File: src/rtl/rdback_streamer_if.sv
// AXI-Stream beat channel carrying read-back data toward the host DMA engine.
// tuser carries the source pseudo-channel of the entry the beat belongs to.
interface rdback_streamer_if #(
  parameter int OUT_WIDTH = 64
);
  logic [OUT_WIDTH-1:0] tdata;
  logic                 tvalid;
  logic                 tready;
  logic                 tlast;
  logic                 tuser;

  modport master (output tdata, output tvalid, output tlast, output tuser, input tready);
  modport slave  (input tdata, input tvalid, input tlast, input tuser, output tready);
endinterface

File: src/rtl/rdback_streamer.sv
// Drains the PC0/PC1 read-back FIFOs round-robin and serializes each DQ_WIDTH entry
// into OUT_WIDTH AXI-Stream beats, LSB slice first, tagged with the source PC.
module rdback_streamer #(
  parameter int DQ_WIDTH  = 256,
  parameter int OUT_WIDTH = 64,
  parameter int CNT_WIDTH = 32
) (
  input  logic                 clk,
  input  logic                 rst,
  input  logic                 rdback_fifo_empty_pc0,
  input  logic                 rdback_fifo_empty_pc1,
  input  logic [DQ_WIDTH-1:0]  rdback_data_pc0,
  input  logic [DQ_WIDTH-1:0]  rdback_data_pc1,
  output logic                 rdback_fifo_rd_en_pc0,
  output logic                 rdback_fifo_rd_en_pc1,
  rdback_streamer_if.master    m_axis,
  input  logic                 clr_cnt,
  output logic [CNT_WIDTH-1:0] entries_sent_pc0,
  output logic [CNT_WIDTH-1:0] entries_sent_pc1
);

  localparam int RATIO = DQ_WIDTH / OUT_WIDTH;
  localparam int IDX_W = $clog2(RATIO);
  localparam logic [IDX_W-1:0] LAST_IDX = IDX_W'(RATIO - 1);

  typedef enum logic [1:0] {IDLE, POP, LOAD, SEND} state_t;

  state_t                state;
  logic                  sel;
  logic                  last_served;
  logic [DQ_WIDTH-1:0]   shreg;
  logic [IDX_W-1:0]      beat_idx;
  logic                  pick;
  logic [DQ_WIDTH-1:0]   load_word;

  // Both non-empty: alternate away from the last-served PC; otherwise take the non-empty one.
  always_comb begin
    pick = rdback_fifo_empty_pc0;
    if (!rdback_fifo_empty_pc0 && !rdback_fifo_empty_pc1) pick = ~last_served;
    load_word = sel ? rdback_data_pc1 : rdback_data_pc0;
  end

  // NOTE: every register here uses <= so all updates see pre-edge values, regardless of order.
  always_ff @(posedge clk or posedge rst) begin
    if (rst) begin
      state                 <= IDLE;
      sel                   <= 1'b0;
      last_served           <= 1'b1;
      shreg                 <= '0;
      beat_idx              <= '0;
      rdback_fifo_rd_en_pc0 <= 1'b0;
      rdback_fifo_rd_en_pc1 <= 1'b0;
      m_axis.tdata          <= '0;
      m_axis.tvalid         <= 1'b0;
      m_axis.tlast          <= 1'b0;
      m_axis.tuser          <= 1'b0;
      entries_sent_pc0      <= '0;
      entries_sent_pc1      <= '0;
    end else begin
      case (state)
        IDLE: begin
          if (!rdback_fifo_empty_pc0 || !rdback_fifo_empty_pc1) begin
            sel                   <= pick;
            rdback_fifo_rd_en_pc0 <= ~pick;
            rdback_fifo_rd_en_pc1 <= pick;
            state                 <= POP;
          end
        end
        POP: begin
          // FIFO dout becomes valid the cycle after the pop strobe, i.e. during LOAD.
          rdback_fifo_rd_en_pc0 <= 1'b0;
          rdback_fifo_rd_en_pc1 <= 1'b0;
          state                 <= LOAD;
        end
        LOAD: begin
          m_axis.tdata  <= load_word[OUT_WIDTH-1:0];
          shreg         <= load_word >> OUT_WIDTH;
          beat_idx      <= '0;
          m_axis.tvalid <= 1'b1;
          m_axis.tlast  <= 1'b0;
          m_axis.tuser  <= sel;
          state         <= SEND;
        end
        SEND: begin
          if (m_axis.tready) begin
            if (beat_idx == LAST_IDX) begin
              m_axis.tvalid <= 1'b0;
              m_axis.tlast  <= 1'b0;
              last_served   <= sel;
              if (sel) entries_sent_pc1 <= entries_sent_pc1 + CNT_WIDTH'(1);
              else     entries_sent_pc0 <= entries_sent_pc0 + CNT_WIDTH'(1);
              state         <= IDLE;
            end else begin
              m_axis.tdata <= shreg[OUT_WIDTH-1:0];
              shreg        <= shreg >> OUT_WIDTH;
              beat_idx     <= beat_idx + 1'b1;
              m_axis.tlast <= (beat_idx + 1'b1) == LAST_IDX;
            end
          end
        end
        default: state <= IDLE;
      endcase
      // NOTE: placed after the increments so the later non-blocking write wins the same edge.
      if (clr_cnt) begin
        entries_sent_pc0 <= '0;
        entries_sent_pc1 <= '0;
      end
    end
  end

endmodule
File: src/flat_wrapper.sv
// flat-port wrapper written by rule: the top's interface ports become plain ports
module rdback_streamer_flat 
#(
  parameter int DQ_WIDTH  = 256,
  parameter int OUT_WIDTH = 64,
  parameter int CNT_WIDTH = 32
)
  (clk, rst, rdback_fifo_empty_pc0, rdback_fifo_empty_pc1, rdback_data_pc0, rdback_data_pc1, rdback_fifo_rd_en_pc0, rdback_fifo_rd_en_pc1, clr_cnt, entries_sent_pc0, entries_sent_pc1, m_axis_tdata, m_axis_tvalid, m_axis_tlast, m_axis_tuser, m_axis_tready);
  rdback_streamer_if #(.OUT_WIDTH(OUT_WIDTH)) m_axis_i ();
  input  logic clk;
  input  logic rst;
  input  logic rdback_fifo_empty_pc0;
  input  logic rdback_fifo_empty_pc1;
  input  logic [DQ_WIDTH-1:0] rdback_data_pc0;
  input  logic [DQ_WIDTH-1:0] rdback_data_pc1;
  output logic rdback_fifo_rd_en_pc0;
  output logic rdback_fifo_rd_en_pc1;
  input  logic clr_cnt;
  output logic [CNT_WIDTH-1:0] entries_sent_pc0;
  output logic [CNT_WIDTH-1:0] entries_sent_pc1;
  output wire logic [$bits(m_axis_i.tdata)-1:0] m_axis_tdata;
  output wire logic [$bits(m_axis_i.tvalid)-1:0] m_axis_tvalid;
  output wire logic [$bits(m_axis_i.tlast)-1:0] m_axis_tlast;
  output wire logic [$bits(m_axis_i.tuser)-1:0] m_axis_tuser;
  input wire logic [$bits(m_axis_i.tready)-1:0] m_axis_tready;
  assign m_axis_tdata = m_axis_i.tdata;
  assign m_axis_tvalid = m_axis_i.tvalid;
  assign m_axis_tlast = m_axis_i.tlast;
  assign m_axis_tuser = m_axis_i.tuser;
  assign m_axis_i.tready = m_axis_tready;
  rdback_streamer #(.DQ_WIDTH(DQ_WIDTH), .OUT_WIDTH(OUT_WIDTH), .CNT_WIDTH(CNT_WIDTH)) u_core (.clk(clk), .rst(rst), .rdback_fifo_empty_pc0(rdback_fifo_empty_pc0), .rdback_fifo_empty_pc1(rdback_fifo_empty_pc1), .rdback_data_pc0(rdback_data_pc0), .rdback_data_pc1(rdback_data_pc1), .rdback_fifo_rd_en_pc0(rdback_fifo_rd_en_pc0), .rdback_fifo_rd_en_pc1(rdback_fifo_rd_en_pc1), .m_axis(m_axis_i), .clr_cnt(clr_cnt), .entries_sent_pc0(entries_sent_pc0), .entries_sent_pc1(entries_sent_pc1));
endmodule
File: config.mk
export PLATFORM = sky130hd
export DESIGN_NAME = rdback_streamer_flat
export DESIGN_NICKNAME = d
export VERILOG_FILES = /design/src/rtl/rdback_streamer_if.sv /design/src/rtl/rdback_streamer.sv /design/src/flat_wrapper.sv
export SDC_FILE = /design/constraint.sdc
export NUM_CORES = 1
export LEC_CHECK = 0
export ABC_AREA = 1
export CAP_MARGIN = 15
export CELL_PAD_IN_SITES_DETAIL_PLACEMENT = 1
export CELL_PAD_IN_SITES_GLOBAL_PLACEMENT = 2
export CORE_ASPECT_RATIO = 0.8
export CORE_MARGIN = 4
export CORE_UTILIZATION = 22
export DETAILED_ROUTE_END_ITERATION = 6
export GPL_TIMING_DRIVEN = 1
export MAX_ROUTING_LAYER = met4
export PLACE_DENSITY = 0.79
export SLEW_MARGIN = 20
export SYNTH_ARGS = -nofsm -noshare
export SYNTH_HDL_FRONTEND = slang
export SYNTH_SLANG_ARGS = --single-unit
File: constraint.sdc
create_clock -name clk -period 11.7 [get_ports clk]
set_clock_uncertainty 0.05 [all_clocks]
set_input_delay 2.34 -clock clk [delete_from_list [all_inputs] [get_ports clk]]
set_output_delay 2.34 -clock clk [all_outputs]
set_load 0.01 [all_outputs]
[Yosys cells after proc, flatten, opt, wreduce, memory -nomap -nowiden]
Cells that the tools add are included.
Widths: inputs -> output; s select.
Cells by class
  $add $sub $neg: 3
  multiply operators: 0
  div/mod/pow operators: 0
  order comparisons: 0
  equal/unequal tests: 10
  shift operators: 0
  muxes and demuxes: 35
  bitwise operators: 2
  reductions and logical operators: 20
Operator list (number)
  $mux 256: 3
  $pmux 256 s2: 1
  $mux 32: 10
  $mux 64: 2
  $pmux 64 s2: 1
  $add 32x1->32 const B: 2
  $reduce_and 3->1: 4
  $reduce_bool 2->1: 6
  $mux 2: 5
  $eq 2x2->1 const B: 4
  $pmux 1 s2: 4
  $pmux 2 s4: 1
  $reduce_and 4->1: 2
  $mux 1: 7
  $ne 2x2->1 const B: 3
  $reduce_and 2->1: 3
  $ne 2x1->1 const B: 2
  $pmux 2 s2: 1
  $add 2x1->2 const B: 1
  $eq 2x1->1 const B: 1
  $logic_not 1->1: 2
  $logic_not 2->1: 1
  $not 1->1: 2
  $logic_and 1x1->1: 1
  $logic_or 1x1->1: 1
Storage, ports and cells
  bits in registers: 395
  latch bits: 0
  bits in writable memories: 0
  memory bits (read-only): 0
  input bits: 518
  output and inout port bits: 133
  word-level logic and storage cells: 83
  memories kept: 0

[Depth between registers and ports, before layout]
  depth after elaboration: 6
  mapped depth: 11
  mapped depth without buffers: 10

[Worst setup path after synthesis]
Ideal clock, no wire load.
  path kind: input port to flip-flop
  start: input clr_cnt
  end: register u_core.entries_sent_pc1[22]
  setup time: 0.072 ns
  arrival time: 3.316 ns
  required time: 11.578 ns
  setup slack: 8.263 ns
  stages: 6
  buffers on the path: 3
  path through: clkbuf_1 -> inv_1 -> clkbuf_1 -> buf_1 -> nand2_1 -> nor2_1
On the way
  cells in the longest elaborated chain, start to end: 2
  elaborated cells between the ends (all ways): 6
RTL lines
  start: declaration: RTL line flat_wrapper.sv:18  | input logic clr_cnt;
  $reduce_bool 2->1 (no line)
  $reduce_and 4->1 (no line)
  end signal: assignment: RTL line rdback_streamer.sv:90  | if (sel) entries_sent_pc1 <= entries_sent_pc1 + CNT_WIDTH'(1);
  end: declaration: RTL line rdback_streamer.sv:19  | output logic [CNT_WIDTH-1:0] entries_sent_pc1
Parallel ways exist; a longest one is shown, timed or not.
A chain may end at the register's enable or synchronous reset.

[Final worst setup path]
  start: input m_axis_tready
  end: register u_core.shreg[61]
On the way
  cells in the longest elaborated chain, start to end: 2
RTL lines
  start: declaration: RTL line flat_wrapper.sv:25  | input wire logic [$bits(m_axis_i.tready)-1:0] m_axis_tready;
  $ne 2x2->1 (no line)
  $reduce_and 3->1 (no line)
  end signal: assignment: RTL line rdback_streamer.sv:77  | shreg <= load_word >> OUT_WIDTH;
  end signal: assignment: RTL line rdback_streamer.sv:95  | shreg <= shreg >> OUT_WIDTH;
  end: declaration: RTL line rdback_streamer.sv:31  | logic [DQ_WIDTH-1:0] shreg;
No other way between the ends.

==> flow_summary.json <==
{
  "io_buffers": 650,
  "route.vias.total": 18600,
  "dr.pass1.iters": 5,
  "gp_congestion": 0.829,
  "clkPwrFrac_pct": 21.9,
  "max_stage_delay_ns": 0.85,
  "peakVddDrop_mv": 0.156,
  "cts_buffers": 40,
  "fp.dieH_um": 264,
  "track_usage_pct": 18.6,
  "startpoint_type": "input port",
  "tns_ns": 0,
  "clockBufferDepth": 3,
  "fin_crit_ns": 5.05,
  "slew_headroom_pct": 31.9,
  "drive_gt1_share_pct": 3.29,
  "nets": 3537,
  "synth_edf_count": 0,
  "syn_nets": 2999,
  "hp-class": "register to register",
  "cp_cell_sequence": "clkdlybuf4s50_1, nand3_1, nand2_1, inv_8, buf_4, buf_4, o21ai_0",
  "wl_per_cell_um": 19.6,
  "period_share_pct": 43.2,
  "viasPerCell": 4.51,
  "antenna_found_initial": 5,
  "synth.avg_cell_area_um2": 7.27,
  "synth_top_family_by_area": "simple AND/OR/NAND/NOR gates",
  "area_growth_pct": 47.6,
  "worst_skew_pair.late_latency_ns": 0.56,
  "initial_core_util_pct": 22.3,
  "fmax_mhz": 198,
  "ctsHoldBuffers": 0,
  "post_cts_buffers": 0,
  "core-area_um2": 80800,
  "worst-path-max-fanout": 154,
  "seqPwrFrac_pct": 30.7,
  "hpwl_um": 59200,
  "cts_resized": 0,
  "yosysSeqAreaShare_pct": 46.0,
  "std_cell_rows": 93,
  "postRouteWirelength_um": 81000,
  "rr_startpoint": "u_core.state[0]",
  "p_sw_mw": 2.66,
  "synth_xor_area_share_pct": 0,
  "synthCells": 2473,
  "crit_top_cell": "buf_4",
  "ys_warn_count": 0,
  "rsz0062_at_grt": "no",
  "synthFlopType": "dfrtp_1",
  "criticalPathCategory": "input port to register",
  "synth_compound_area_share_pct": 22.4,
  "final_cell_mix": "814 x nand2_1, 650 x clkdlybuf4s50_1, 424 x a21oi_1",
  "min_from": "u_core.last_served",
  "cp.required_ns": 12.04,
  "setup_viol_count_final": 0,
  "pwr-share-comb_pct": 47.4,
  "p_leak_nw": 11.1,
  "cts_tree": "done",
  "first_global_vias": 19000,
  "die_w_um": 328,
  "antenna_left": 0,
  "ys_async_sr_fraction_pct": 100,
  "grt_first_pass_wirelength_um": 121000,
  "startpoint": "m_axis_tready",
  "cts_sinks": 331,
  "final_hold_viol_count": 0,
  "hold-worst-slack_ns": 0.421,
  "die-area_um2": 86400,
  "intPower_mw": 3.39,
  "slowest_stage": "buf_4",
  "synth-simple-area-share_pct": 24.3,
  "swShare_pct": 44.0,
  "root_buffer": "clkbuf_16",
  "io_pins": 651,
  "yosys_register_bits": 331,
  "grt_max_degree": 175,
  "synthesis.area_um2": 18000,
  "clkTransAtPathRegs_ns": 0.06,
  "cellPowerDensity_nw_per_um2": 228,
  "drv_slew": 0,
  "drcViolationCount": 0,
  "status": "finished clean",
  "grt-ovfl-total": 0,
  "tightest_slew_ns": 1.02,
  "synth_fa_ha_area_share_pct": 0.556,
  "drtIter0Drc": 1073,
  "htree_levels": 2,
  "synth_cell_types": 37,
  "final_common_cell": "nand2_1",
  "cp.arrival_ns": 5.39,
  "synthMuxAreaShare_pct": 0.0626,
  "cp-end-kind": "register",
  "cap_viol_max_count": 0
}
-- power groups by stage --
stage | clock (mW) | combinational (mW) | sequential, mW
global route | 1.43 | 3.26 | 1.91
finish | 1.33 | 2.87 | 1.86
floorplan | 0 | 1.89 | 1.82
global placement | 0 | 2.92 | 1.86
detailed placement | 0 | 2.95 | 1.87
CTS | 1.39 | 2.96 | 1.86
-- path summary, 6_finish.rpt --
| kind | end | slack [ns] | cells past startpoint |
|---|---|---|---|
| max | u_core.shreg[61] | 6.65 | 7 |
| min | u_core.last_served | 0.42 | 2 |
| max reg2reg | u_core.shreg[61] | 7.69 | 8 |
| min reg2reg | u_core.last_served | 0.42 | 2 |
| max in group asynchronous | u_core.m_axis.tdata[39] | 7.32 | 4 |
| min in group asynchronous | u_core.shreg[130] | 2.25 | 2 |
-- through the flow --
stage               setup slack (ns)  cell area (um^2)  cells  utilization [%]  total power, mW
global placement                5.90             25200   4061             31.2             4.78
CTS                             6.44             26500   4131             32.9             6.21
global route                    6.25             26600   4135             32.9             6.61
finish                          6.65             26600   4135             32.9             6.06
floorplan                      0.144             18000   2473                -             3.71
detailed placement              5.85             25200   4061             31.2             4.83
-- cells in the mapped netlist (14+ instances only) --
cell type	count	area share (%)
buf_6	14	0.88
inv_1	73	1.5
a21oi_1	424	12
nand3_1	62	1.7
dfrtp_1	330	46
o21ai_1	88	2.4
buf_4	31	1.3
nand2_1	814	17
o21ai_0	185	5.1
nor2_1	208	4.3
o31ai_1	64	2.7
clkbuf_1	81	1.7
buf_2	32	0.89
-- metal layers --
layer,global-route usage (%),part of all wire [%]
met4,4.07,2.1
met5,-,0
met2,30.3,48
met3,3.13,4.5
met1,24.3,46
-- worst max-delay path, delay by kind of cell --
family / cells / cell delay, ns
AND/OR/NAND/NOR: 2 / 0.33
buffers and inverters: 4 / 2.48
AO/OA/AOI/OAI: 1 / 0.20
-- registers in the layout, summed over array words and instances (netlist names), 2 cells and up --
| register | cells |
|---|---|
| u_core.beat_idx | 2 |
| u_core.m_axis.tdata | 64 |
| u_core.entries_sent_pc0 | 32 |
| u_core.entries_sent_pc1 | 32 |
| u_core.state | 2 |
| u_core.shreg | 192 |
-- area by class of cell --
| class | count | area (um^2) |
|---|---|---|
| clock inverter | 10 | 168 |
| clock buffer | 60 | 1220 |
| antenna | 4 | 10.0 |
| fill | 9814 | 54200 |
| inverter | 76 | 308 |
| timing repair buffer | 666 | 6660 |
| tap | 1092 | 1370 |
| multi-input combinational | 1896 | 8530 |
| sequential | 331 | 8290 |
-- cell families after synthesis --
kind of cell               after synthesis
AOI/OAI and AO/OA                      770
adders and majority gates                8
buffers and inverters                  246
DFF                                    331
muxes                                    1
and+or+nand+nor                       1117
Power figures use the tool's default switching activity.
